$ cat config.mk
export PLATFORM = sky130hd
export DESIGN_NAME = spi_bus_arbiter
export DESIGN_NICKNAME = d
export VERILOG_FILES = /design/src/rtl/spi_bus_arbiter.sv
export SDC_FILE = /design/constraint.sdc
export NUM_CORES = 1
export LEC_CHECK = 0
export CORE_UTILIZATION = 49
export CTS_BUF_LIST = sky130_fd_sc_hd__clkbuf_16
export CTS_CLUSTER_SIZE = 10
export DETAILED_ROUTE_END_ITERATION = 7
export PLACE_DENSITY = 0.79
export SKIP_CTS_REPAIR_TIMING = 1
export SLEW_MARGIN = 20
export SYNTH_ARGS = -nofsm -noshare
export SYNTH_HDL_FRONTEND = slang
export SYNTH_SLANG_ARGS = --single-unit
$ cat constraint.sdc
create_clock -name clk_i -period 2.6 [get_ports clk_i]
set_clock_uncertainty 0.2 [all_clocks]
set_input_delay 0.26 -clock clk_i [delete_from_list [all_inputs] [get_ports clk_i]]
set_output_delay 0.26 -clock clk_i [all_outputs]
set_load 0.005 [all_outputs]
$ cat src/rtl/spi_bus_arbiter.sv
// spi_bus_arbiter: round-robin sharing of one SPI bus between two masters with turnaround gap and stall watchdog
module spi_bus_arbiter #(
  parameter int CS_W = 8,
  parameter int GAP_CYCLES = 4,
  parameter int IDLE_TIMEOUT = 65535
) (
  input  logic            clk_i,
  input  logic            rst_ni,
  input  logic            req0_i,
  output logic            gnt0_o,
  input  logic            sck0_i,
  input  logic            mosi0_i,
  input  logic [CS_W-1:0] cs0_i,
  output logic            miso0_o,
  input  logic            req1_i,
  output logic            gnt1_o,
  input  logic            sck1_i,
  input  logic            mosi1_i,
  input  logic [CS_W-1:0] cs1_i,
  output logic            miso1_o,
  output logic            spi_clk_o,
  output logic            spi_mosi_o,
  output logic [CS_W-1:0] spi_cs_o,
  input  logic            spi_miso_i,
  output logic            timeout_o
);
  typedef enum logic [1:0] {IDLE, OWN0, OWN1, GAP} state_t;
  localparam int IW = IDLE_TIMEOUT > 0 ? $clog2(IDLE_TIMEOUT + 1) : 1;
  localparam int GW = GAP_CYCLES > 1 ? $clog2(GAP_CYCLES) : 1;
  localparam logic [IW-1:0] IMAX = IW'(IDLE_TIMEOUT > 0 ? IDLE_TIMEOUT - 1 : 0);
  localparam logic [GW-1:0] GMAX = GW'(GAP_CYCLES > 0 ? GAP_CYCLES - 1 : 0);
  localparam state_t REL = GAP_CYCLES > 0 ? GAP : IDLE;
  state_t state, state_d;
  logic last_q, lock0, lock1, sck0_q, sck1_q, timeout_q;
  logic [GW-1:0] gap_cnt;
  logic [IW-1:0] idle_cnt;
  logic own0, own1, own, own_req, own_idle, fire, ereq0, ereq1;
  assign own0 = state == OWN0;
  assign own1 = state == OWN1;
  assign own = own0 | own1;
  assign gnt0_o = own0;
  assign gnt1_o = own1;
  assign timeout_o = timeout_q;
  assign ereq0 = req0_i & ~lock0;
  assign ereq1 = req1_i & ~lock1;
  assign own_req = own1 ? req1_i : req0_i;
  assign own_idle = own1 ? (sck1_i == sck1_q) && (&cs1_i) : (sck0_i == sck0_q) && (&cs0_i);
  assign fire = (IDLE_TIMEOUT > 0) && own && own_req && own_idle && idle_cnt == IMAX;
  // next-state selection and bus multiplexing from the current owner
  always_comb begin
    state_d = state;
    spi_clk_o = own0 ? sck0_i : own1 ? sck1_i : 1'b0;
    spi_mosi_o = own0 ? mosi0_i : own1 ? mosi1_i : 1'b0;
    spi_cs_o = own0 ? cs0_i : own1 ? cs1_i : '1;
    miso0_o = own0 & spi_miso_i;
    miso1_o = own1 & spi_miso_i;
    case (state)
      IDLE: state_d = ereq0 && (!ereq1 || last_q) ? OWN0 : ereq1 ? OWN1 : IDLE;
      OWN0, OWN1: state_d = !own_req || fire ? REL : state;
      GAP: state_d = gap_cnt == GMAX ? IDLE : GAP;
      default: state_d = IDLE;
    endcase
  end
  // state, fairness pointer, lockouts, gap timer and watchdog counter
  always_ff @(posedge clk_i or negedge rst_ni) begin
    if (!rst_ni) begin
      state <= IDLE;
      last_q <= 1'b1;
      lock0 <= 1'b0;
      lock1 <= 1'b0;
      sck0_q <= 1'b0;
      sck1_q <= 1'b0;
      timeout_q <= 1'b0;
      gap_cnt <= '0;
      idle_cnt <= '0;
    end else begin
      state <= state_d;
      timeout_q <= fire;
      sck0_q <= sck0_i;
      sck1_q <= sck1_i;
      last_q <= state == IDLE && state_d != IDLE ? state_d == OWN1 : last_q;
      lock0 <= fire && own0 ? 1'b1 : !req0_i ? 1'b0 : lock0;
      lock1 <= fire && own1 ? 1'b1 : !req1_i ? 1'b0 : lock1;
      gap_cnt <= state == GAP ? gap_cnt + 1'b1 : '0;
      idle_cnt <= !(own && own_idle) ? '0 : idle_cnt == IMAX ? idle_cnt : idle_cnt + 1'b1;
    end
  end
endmodule

==> impl_metrics.json, run 1 <==
{
  "outcome": "finished clean",
  "drc_errors": 0,
  "ys_ff_latch": 26,
  "worstRegToRegCells": 8,
  "syn_nets": 213,
  "syn_to_final_growth_pct": 35.19,
  "crit_chain": "inv_1 -> ha_1 -> buf_4 -> nor3b_2 -> a21oi_1 -> clkdlybuf4s50_1",
  "worstSetupPathType": "reg2out",
  "grt_use_met2": 0.4767,
  "path_max_fanout": 13,
  "gp_congestion": 0.8476,
  "avgSynthCellArea_um2": 8.938,
  "grt_max_degree": 27,
  "yosysTopAreaCell": "dfrtp_1",
  "async_flop_share": 1.000,
  "netlist_area_um2": 1618,
  "slew_headroom": 0.7296,
  "port_buffers": 39,
  "critical_path_buf_inv_count": 3,
  "ir_drop_uv": 445.6,
  "rows": 20,
  "ys.flop_type": "dfrtp_1",
  "clk_pin_slew_worst_paths_ns": 0.07,
  "io_pins": 40,
  "drt_iter0_markers": 81,
  "rsz0062_at_grt": "no",
  "max_freq_mhz": 405.4,
  "synth_edf_count": 0,
  "synth_common_cells": "25 x dfrtp_1, 21 x a21oi_1, 15 x inv_1, 11 x nand2_1, 9 x nor3b_1",
  "power_density_nw_per_um2": 687.2,
  "synth_warnings": 0,
  "clk_latency_ns": 0.26,
  "top_usage_layer": "met2",
  "placed_area_um2": 2077,
  "rr_startpoint": "state[0]",
  "use_met1": 0.3196,
  "hold_path.class": "in2async",
  "synth_cell_types": 41,
  "clockBufferDepth": 2,
  "netlist_top_cells_area": "dfrtp_1 39%, a21oi_1 6.5%, ha_1 5.4%",
  "leakagePower_nw": 0.8697,
  "final.setup.tns_ns": 0,
  "grt.met3_usage": 0.05240,
  "first_pass_iters": 4,
  "finalCritPeriodShare": 0.9488,
  "yosysMostFrequentCell": "dfrtp_1",
  "grt_pass1_vias": 1585,
  "dp_hpwl_mm": 3.181,
  "crit_family": "buffers and inverters",
  "cts_tree": "built",
  "ys_seq_area_frac": 0.4029,
  "min_period_ns": 2.467,
  "drive_above_1_share": 0.06726,
  "fp.coreArea_um2": 3103,
  "grt_overflow": 0,
  "cts-htree-levels": 1,
  "cts.sinks": 26,
  "antenna_found_initial": 0,
  "setup_violations": 0,
  "maxSlewViolCount": 0,
  "crit_arrival_ns": 2.01,
  "ant_nets": 0,
  "grt_pass1_wl_mm": 7.141,
  "synth_top_cell_area_share": 0.3867,
  "cp-start-kind": "flop",
  "routed_wl_mm": 4.254,
  "hold_viol": 0,
  "post_drt_wl_per_cell_um": 15.93,
  "crit_required_ns": 2.14,
  "max_stage_delay_ns": 0.52,
  "cts_buffers": 3,
  "dieArea_um2": 3535,
  "syn_inst": 181,
  "die_x_um": 59.46,
  "vias_per_cell": 5.989,
  "clockRootBuffer": "clkbuf_16",
  "maxCapViolCount": 0,
  "worstReg2RegEnd": "lock0",
  "fill_cells": 249,
  "die_h_um": 59.46,
  "final_nets": 256,
  "vias": 1599,
  "start_util": 0.5214,
  "design_area_um2": 2187,
  "end_kind": "primary output",
  "worstMarginPinSlew_ns": 0.3943,
  "reg2reg_slack_ns": 0.37,
  "grt.total_usage": 0.2685,
  "critPathSlowestCell": "clkdlybuf4s50_1",
  "n_antenna_cell": 0
}
==> layout by cell type (no fill, tap or decap), types with 3 or more instances in the layout <==
cell type        synthesis  routed
nor3_1                   7       7
nor2_1                   7       7
or4_1                    7       7
clkbuf_16                0       3
a21oi_1                 21      21
nand3_1                  8       8
nor3b_1                  9       8
dfrtp_1                 25      25
inv_1                   15      15
a211oi_1                 3       3
and2_1                   4       4
a31oi_1                  3       3
nor4_1                   4       4
buf_4                    1       6
clkdlybuf4s50_1          0      39
o21ai_0                  3       3
nor2b_1                  3       3
ha_1                     7       7
nand4_1                  6       6
o31ai_1                  6       6
nand2_1                 11      11
==> metal layers <==
| layer | share of wire | routed length (um) |
|---|---|---|
| met1 | 0.40 | 1681 |
| met2 | 0.55 | 2322 |
| met3 | 0.040 | 172 |
| met4 | 0.018 | 78 |
| met5 | 0 | 0 |
==> logic make-up after synthesis <==
logic type | count (synthesis) | share of synthesized area
multiplexers | 1 | 0.006187
buffers and inverters | 22 | 0.05414
AND/OR/NAND/NOR | 78 | 0.2985
flip-flops | 26 | 0.4029
XOR/XNOR | 2 | 0.01083
AO/OA/AOI/OAI | 45 | 0.1732
adder cells (fa/ha/maj) | 7 | 0.05414
==> metrics by stage <==
| stage | utilization | setup slack, ns | power (mW) | cells | hold WS, ns |
|---|---|---|---|---|---|
| finish | 0.7048 | 0.1331 | 1.503 | 267 | 0.1723 |
| global route | 0.7048 | 0.02574 | 1.591 | 267 | 0.1932 |
| CTS | 0.7032 | 0.1399 | 1.513 | 267 | 0.1925 |
| detailed placement | 0.6694 | 0.3776 | 1.066 | 263 | 0.2312 |
| global placement | 0.6694 | 0.4744 | 1.044 | 263 | 0.2226 |
| floorplan | - | 0.4902 | 0.7676 | 181 | -0.2356 |
==> power breakdown <==
group,leakage [nW],switching [mW],internal [mW]
clock network,0.0511,0.141,0.306
registers,0.352,0.0273,0.442
logic,0.467,0.254,0.332
total,0.870,0.423,1.08
==> sequential cells by signal, summed over array words and instances, names as in the netlist <==
signal and cells:
lock0 1, gap_cnt 2, sck0_q 1, state 2, last_q 1, sck1_q 1
timeout_o 1, idle_cnt 16, lock1 1
==> final cells by class <==
class | instances | area [um^2] | area share
Clock buffer | 3 | 75.07 | 0.03432
Tap cell | 44 | 55.05 | 0.02517
Timing Repair Buffer | 45 | 435.4 | 0.1991
Multi-Input combinational cell | 133 | 883.3 | 0.4039
Inverter | 15 | 56.30 | 0.02574
Sequential cell | 26 | 651.9 | 0.2981
Clock inverter | 1 | 30.03 | 0.01373
==> how the worst max path moves through the flow <==
stage | startpoint | to | slack (ns) | cells past startpoint
after floorplan | state[0] | idle_cnt[6] | 0.49 | 7
after global placement | state[0] | lock0 | 0.47 | 8
after detailed placement | state[0] | lock0 | 0.38 | 8
after CTS | state[0] | spi_cs_o[1] | 0.14 | 6
after global routing | state[0] | spi_cs_o[1] | 0.03 | 6
final | state[0] | spi_cs_o[1] | 0.13 | 6
Power figures use the tool's default switching activity.
==> inputs of run 2 (changes only) <==
--- a/config.mk
+++ b/config.mk
@@ -10,7 +10,6 @@
 export CTS_CLUSTER_SIZE = 10
 export DETAILED_ROUTE_END_ITERATION = 7
 export PLACE_DENSITY = 0.79
-export SKIP_CTS_REPAIR_TIMING = 1
 export SLEW_MARGIN = 20
 export SYNTH_ARGS = -nofsm -noshare
 export SYNTH_HDL_FRONTEND = slang
==> constraint.sdc (replaced) <==
create_clock -name clk_i -period 2.5 [get_ports clk_i]
set_clock_uncertainty 0.2 [all_clocks]
set_input_delay 0.25 -clock clk_i [delete_from_list [all_inputs] [get_ports clk_i]]
set_output_delay 0.25 -clock clk_i [all_outputs]
set_load 0.005 [all_outputs]
==> run 2 against run 1 <==
  * Clock power shrank 21%
  * First-iteration DRC count decreased by 22%
  * Core utilization down 0.44 points
  * Highest routed layer unchanged
  * Critical endpoint unchanged
  * Non-clock buffer count increased by 2
==> impl_metrics.json, run 2 (same netlist as run 1, synthesis figures left out) <==
{
  "cts.sinks": 26,
  "grt_overflow": 0,
  "post_drt_wl_per_cell_um": 15.72,
  "power_density_nw_per_um2": 682.6,
  "min_period_ns": 2.460,
  "rsz0062_at_grt": "yes",
  "grt_pass1_vias": 1544,
  "final_nets": 258,
  "drt_iter0_markers": 63,
  "die_x_um": 59.46,
  "vias": 1592,
  "rows": 20,
  "grt_pass1_wl_mm": 6.879,
  "drc_errors": 0,
  "critPathLaunch": "state[0]",
  "largest_register_ffs": 16,
  "max_stage_delay_ns": 0.46,
  "routed_wl_mm": 4.229,
  "outcome": "finished clean",
  "largestRegisters": "idle_cnt (16), gap_cnt (2), state (2)",
  "dp_hpwl_mm": 3.147,
  "cts_buffers": 3,
  "die_h_um": 59.46,
  "maxCapViolCount": 0,
  "placed_area_um2": 2077,
  "hold_path.class": "in2async",
  "layout_common_cells": "39 x clkdlybuf4s50_1, 25 x dfrtp_1, 21 x a21oi_1",
  "critPathSlowestCell": "clkdlybuf4s50_1",
  "total_power_mw": 1.483,
  "grt_max_degree": 27,
  "finalCritPeriodShare": 0.9842,
  "crit_chain": "buf_4 -> ha_1 -> buf_4 -> nor3b_1 -> a21oi_1 -> clkdlybuf4s50_1",
  "grt.total_usage": 0.2597,
  "gp_congestion": 0.8949,
  "hold_viol": 0,
  "ir_drop_uv": 452.5,
  "fin_cells": 269,
  "clockBufferDepth": 2,
  "crit_arrival_ns": 2.01,
  "dieArea_um2": 3535,
  "leakagePower_nw": 0.8636,
  "utilization": 0.7004,
  "port_buffers": 39,
  "vias_per_cell": 5.918,
  "io_pins": 40,
  "drive_above_1_share": 0.07111,
  "fill_cells": 255,
  "max_freq_mhz": 406.4,
  "clockRootBuffer": "clkbuf_16",
  "first_pass_iters": 4,
  "path_max_fanout": 23,
  "place_inst": 263,
  "crit_required_ns": 2.05,
  "slew_headroom": 0.7242,
  "crit_top_cell": "buf_4",
  "seq_area_um2": 651.9,
  "maxSlewViolCount": 0,
  "hold_buffers": 0,
  "worstSetupPathType": "reg2out",
  "start_util": 0.5214,
  "antenna_found_initial": 0,
  "n_antenna_cell": 0,
  "clk_latency_ns": 0.26,
  "worstMarginPinSlew_ns": 0.4021,
  "design_area_um2": 2173,
  "end_kind": "primary output",
  "syn_to_final_growth_pct": 34.34,
  "fp.coreArea_um2": 3103,
  "top_register": "idle_cnt",
  "cts-htree-levels": 1,
  "cts_tree": "built",
  "ant_nets": 0,
  "setup_violations": 0,
  "multi_input_area_um2": 880.8,
  "clk_pin_slew_worst_paths_ns": 0.06,
  "rr_startpoint": "state[0]",
  "cp-start-kind": "flop",
  "final_common_cell": "clkdlybuf4s50_1"
}
[run 2: changes by cell type in the layout (fill, tap and decap cells not counted)]
cell,change
buf_4,+2
bufinv_16,-1
clkinv_1,+1
ha_1,-1
ha_2,+1
nor3b_1,+1
nor3b_2,-1
[run 2: routing by layer]
metal,up-vias,GRT usage,wire length (um)
li1,765,-,-
met3,11,0.04585,129
met1,783,0.3287,1831
met5,-,0,0
met2,33,0.4430,2186
met4,0,0.09184,81
[run 2: cell type report]
type,instances,share of cell area
sequential,26,0.2999
inverter,15,0.02591
clock buffer,3,0.03454
tap,44,0.02533
timing repair buffer,47,0.2073
multi-input combinational,133,0.4053
clock inverter,1,0.001727
[run 2: per-stage QoR]
step                      TNS [ns]  setup WS (ns)  hold slack (ns)
after detailed placement         0         0.2849           0.2269
after CTS                        0        0.02327           0.1614
after global placement           0         0.3613           0.2230
after global routing      -0.02169       -0.01173           0.2016
after floorplan                  0         0.3902          -0.2456
final                            0        0.03959           0.1542
[run 2: report_power, final]
part	total [mW]	leakage (nW)	switching [mW]	internal, mW
Clock	0.352	0.0385	0.138	0.214
Sequential	0.488	0.352	0.0278	0.460
Combinational	0.644	0.473	0.280	0.364
[run 2: worst paths after layout]
kind,to,slack (ns),depth (start not counted)
max,spi_cs_o[1],0.04,6
min,lock1,0.15,2
max reg2reg,idle_cnt[6],0.34,7
min reg2reg,gap_cnt[0],0.23,1
max in group asynchronous,last_q,1.65,2
min in group clk_i,gap_cnt[0],0.23,1
[run 2: repair_timing]
item                       in CTS  in global routing
setup endpoints to repair       0                  9
buffers inserted                0                  2
gates resized for setup         0                  1
[run 2: critical path: cells and delay by family, from the launching register on]
family | cells | cell delay [ns]
buf+inv | 3 | 0.81
fa+ha+maj | 1 | 0.18
compound gates | 1 | 0.09
simple gates | 1 | 0.25
flops | 1 | 0.41
==> inputs of run 3 (changes only) <==
--- a/config.mk
+++ b/config.mk
@@ -5,11 +5,11 @@
 export SDC_FILE = /design/constraint.sdc
 export NUM_CORES = 1
 export LEC_CHECK = 0
-export CORE_UTILIZATION = 49
+export CORE_UTILIZATION = 53
 export CTS_BUF_LIST = sky130_fd_sc_hd__clkbuf_16
 export CTS_CLUSTER_SIZE = 10
 export DETAILED_ROUTE_END_ITERATION = 7
-export PLACE_DENSITY = 0.79
+export PLACE_DENSITY = 0.85
 export SLEW_MARGIN = 20
 export SYNTH_ARGS = -nofsm -noshare
 export SYNTH_HDL_FRONTEND = slang
==> constraint.sdc (replaced) <==
create_clock -name clk_i -period 3.1 [get_ports clk_i]
set_clock_uncertainty 0.2 [all_clocks]
set_input_delay 0.31 -clock clk_i [delete_from_list [all_inputs] [get_ports clk_i]]
set_output_delay 0.31 -clock clk_i [all_outputs]
set_load 0.005 [all_outputs]
==> run 3 against run 2 <==
  * First-iteration DRC count increased by 71%
  * Core utilization increased by 6.0 points
  * Highest routed layer unchanged
  * Clock power increased by 6.5%
  * Non-clock buffer count decreased by 4
  * Setup slack improved by 0.39 ns
  * Power decreased by 15%
  * Via count increased by 1.5%
  * The run now ends with DRC left
  * Die area decreased by 7.3%
  * Sequential cell count unchanged
  * Global-route usage increased by 2.5 points
==> impl_metrics.json, run 3 (same netlist as run 1, synthesis figures left out) <==
{
  "worstReg2RegEnd": "lock0",
  "vias": 1616,
  "grt_overflow": 0,
  "dr.max_layer_used": "met4",
  "clockBufferDepth": 2,
  "failed_checks": "DRC",
  "post-place-ws_ns": 0.7145,
  "antenna_found_initial": 0,
  "top_register": "idle_cnt",
  "critPathLaunch": "state[1]",
  "dp_hpwl_mm": 3.108,
  "dieArea_um2": 3278,
  "die_x_um": 57.25,
  "min_period_ns": 2.675,
  "clk_latency_ns": 0.26,
  "cts_tree": "built",
  "final.setup.tns_ns": 0,
  "crit_arrival_ns": 2.17,
  "critPathSlowestCell": "ha_1",
  "outcome": "finished with violations",
  "path_max_fanout": 22,
  "layout_common_cells": "39 x clkdlybuf4s50_1, 25 x dfrtp_1, 21 x a21oi_1",
  "ir_drop_uv": 354.5,
  "grt_pass1_vias": 1572,
  "largest_register_ffs": 16,
  "grt_max_degree": 27,
  "crit_end": "spi_cs_o[0]",
  "drc_errors": 2,
  "ant_nets": 0,
  "n_antenna_cell": 0,
  "hold_buffers": 0,
  "maxCapViolCount": 0,
  "seq_area_um2": 651.9,
  "final_common_cell": "clkdlybuf4s50_1",
  "end_kind": "primary output",
  "finalCritPeriodShare": 0.8629,
  "cts.sinks": 26,
  "grt.total_usage": 0.2850,
  "wl_met2_mm": 2.285,
  "rr_startpoint": "state[0]",
  "port_buffers": 39,
  "crit_chain": "inv_1 -> ha_1 -> nor3b_1 -> a21oi_1 -> clkdlybuf4s50_1",
  "reg2reg_slack_ns": 0.69,
  "clk_pin_slew_worst_paths_ns": 0.07,
  "final_nets": 254,
  "cts.repair.resized": 0,
  "syn_to_final_growth_pct": 32.95,
  "rsz0062_at_grt": "no",
  "drt_iter0_markers": 108,
  "fp.coreArea_um2": 2829,
  "max_freq_mhz": 373.8,
  "max_stage_delay_ns": 0.61,
  "leakagePower_nw": 0.8571,
  "cts-htree-levels": 1,
  "io_pins": 40,
  "layout_setup_ws_ns": 0.4249,
  "holdWs_ns": 0.2230,
  "maxSlewViolCount": 0,
  "slew_headroom": 0.5351,
  "setup_violations": 0,
  "die_h_um": 57.25,
  "power_density_nw_per_um2": 588.0,
  "vias_per_cell": 6.413,
  "drive_above_1_share": 0.05430,
  "cts_setup_buffers": 0,
  "wl_met3_um": 152,
  "hold_path.class": "in2async",
  "cts_buffers": 3,
  "gp_congestion": 0.8658,
  "cp-start-kind": "flop",
  "fill_cells": 199,
  "hold_viol": 0,
  "routed_wl_mm": 4.312,
  "wl_met1_mm": 1.804,
  "clockRootBuffer": "clkbuf_16",
  "crit_required_ns": 2.59,
  "largestRegisters": "idle_cnt (16), gap_cnt (2), state (2)",
  "grt_pass1_wl_mm": 7.176,
  "worstMarginPinSlew_ns": 0.6974,
  "start_util": 0.5719,
  "total_power_mw": 1.265,
  "multi_input_area_um2": 878.3,
  "worstRegToRegCells": 7,
  "post_drt_wl_per_cell_um": 17.11,
  "first_pass_iters": 6,
  "worstSetupPathType": "reg2out",
  "rows": 19
}
## run 3: changes by cell type in the layout (fill, tap and decap cells not counted)
cell and delta:
buf_4 -4, bufinv_16 +1, clkinv_1 -1, ha_1 +1
ha_2 -1
## run 3: stage by stage
stage          cells    util  instance area (um^2)
2_1_floorplan    181       -                  1618
3_3_place_gp     248  0.7231                  2046
3_5_place_dp     248  0.7231                  2046
4_1_cts          252  0.7603                  2151
5_1_grt          252  0.7603                  2151
6_report         252  0.7603                  2151
## run 3: power breakdown
part	total [mW]	internal, mW	switching, mW
clock	0.375	0.257	0.118
combinational	0.496	0.275	0.221
sequential	0.393	0.371	0.0223
## run 3: critical path: cells and delay by family, from the launching register on
| family | cells | cell delay, ns |
|---|---|---|
| AO/OA/AOI/OAI | 1 | 0.15 |
| adder cells (fa/ha/maj) | 1 | 0.61 |
| buffers and inverters | 2 | 0.61 |
| flip-flops | 1 | 0.42 |
| AND/OR/NAND/NOR | 1 | 0.11 |
## run 3: routing by layer
metal,vias up,track usage
met5,-,0
met4,0,0.08711
met3,8,0.04762
met2,40,0.5311
met1,813,0.3333
li1,755,-
## run 3: worst min path at each step
stage | start | to | cells after the start
2_1_floorplan | rst_ni | gap_cnt[0] | 0
3_3_place_gp | gap_cnt[0] | gap_cnt[0] | 1
3_5_place_dp | gap_cnt[0] | gap_cnt[0] | 1
4_1_cts | rst_ni | state[1] | 2
5_1_grt | rst_ni | state[1] | 2
6_report | rst_ni | lock1 | 2
## run 3: final cells by class
type | instances | share of cell area
clock inverter | 1 | 0.01396
sequential | 26 | 0.3031
multi-input combinational | 133 | 0.4084
tap | 31 | 0.01803
clock buffer | 3 | 0.03490
timing repair buffer | 43 | 0.1955
inverter | 15 | 0.02618
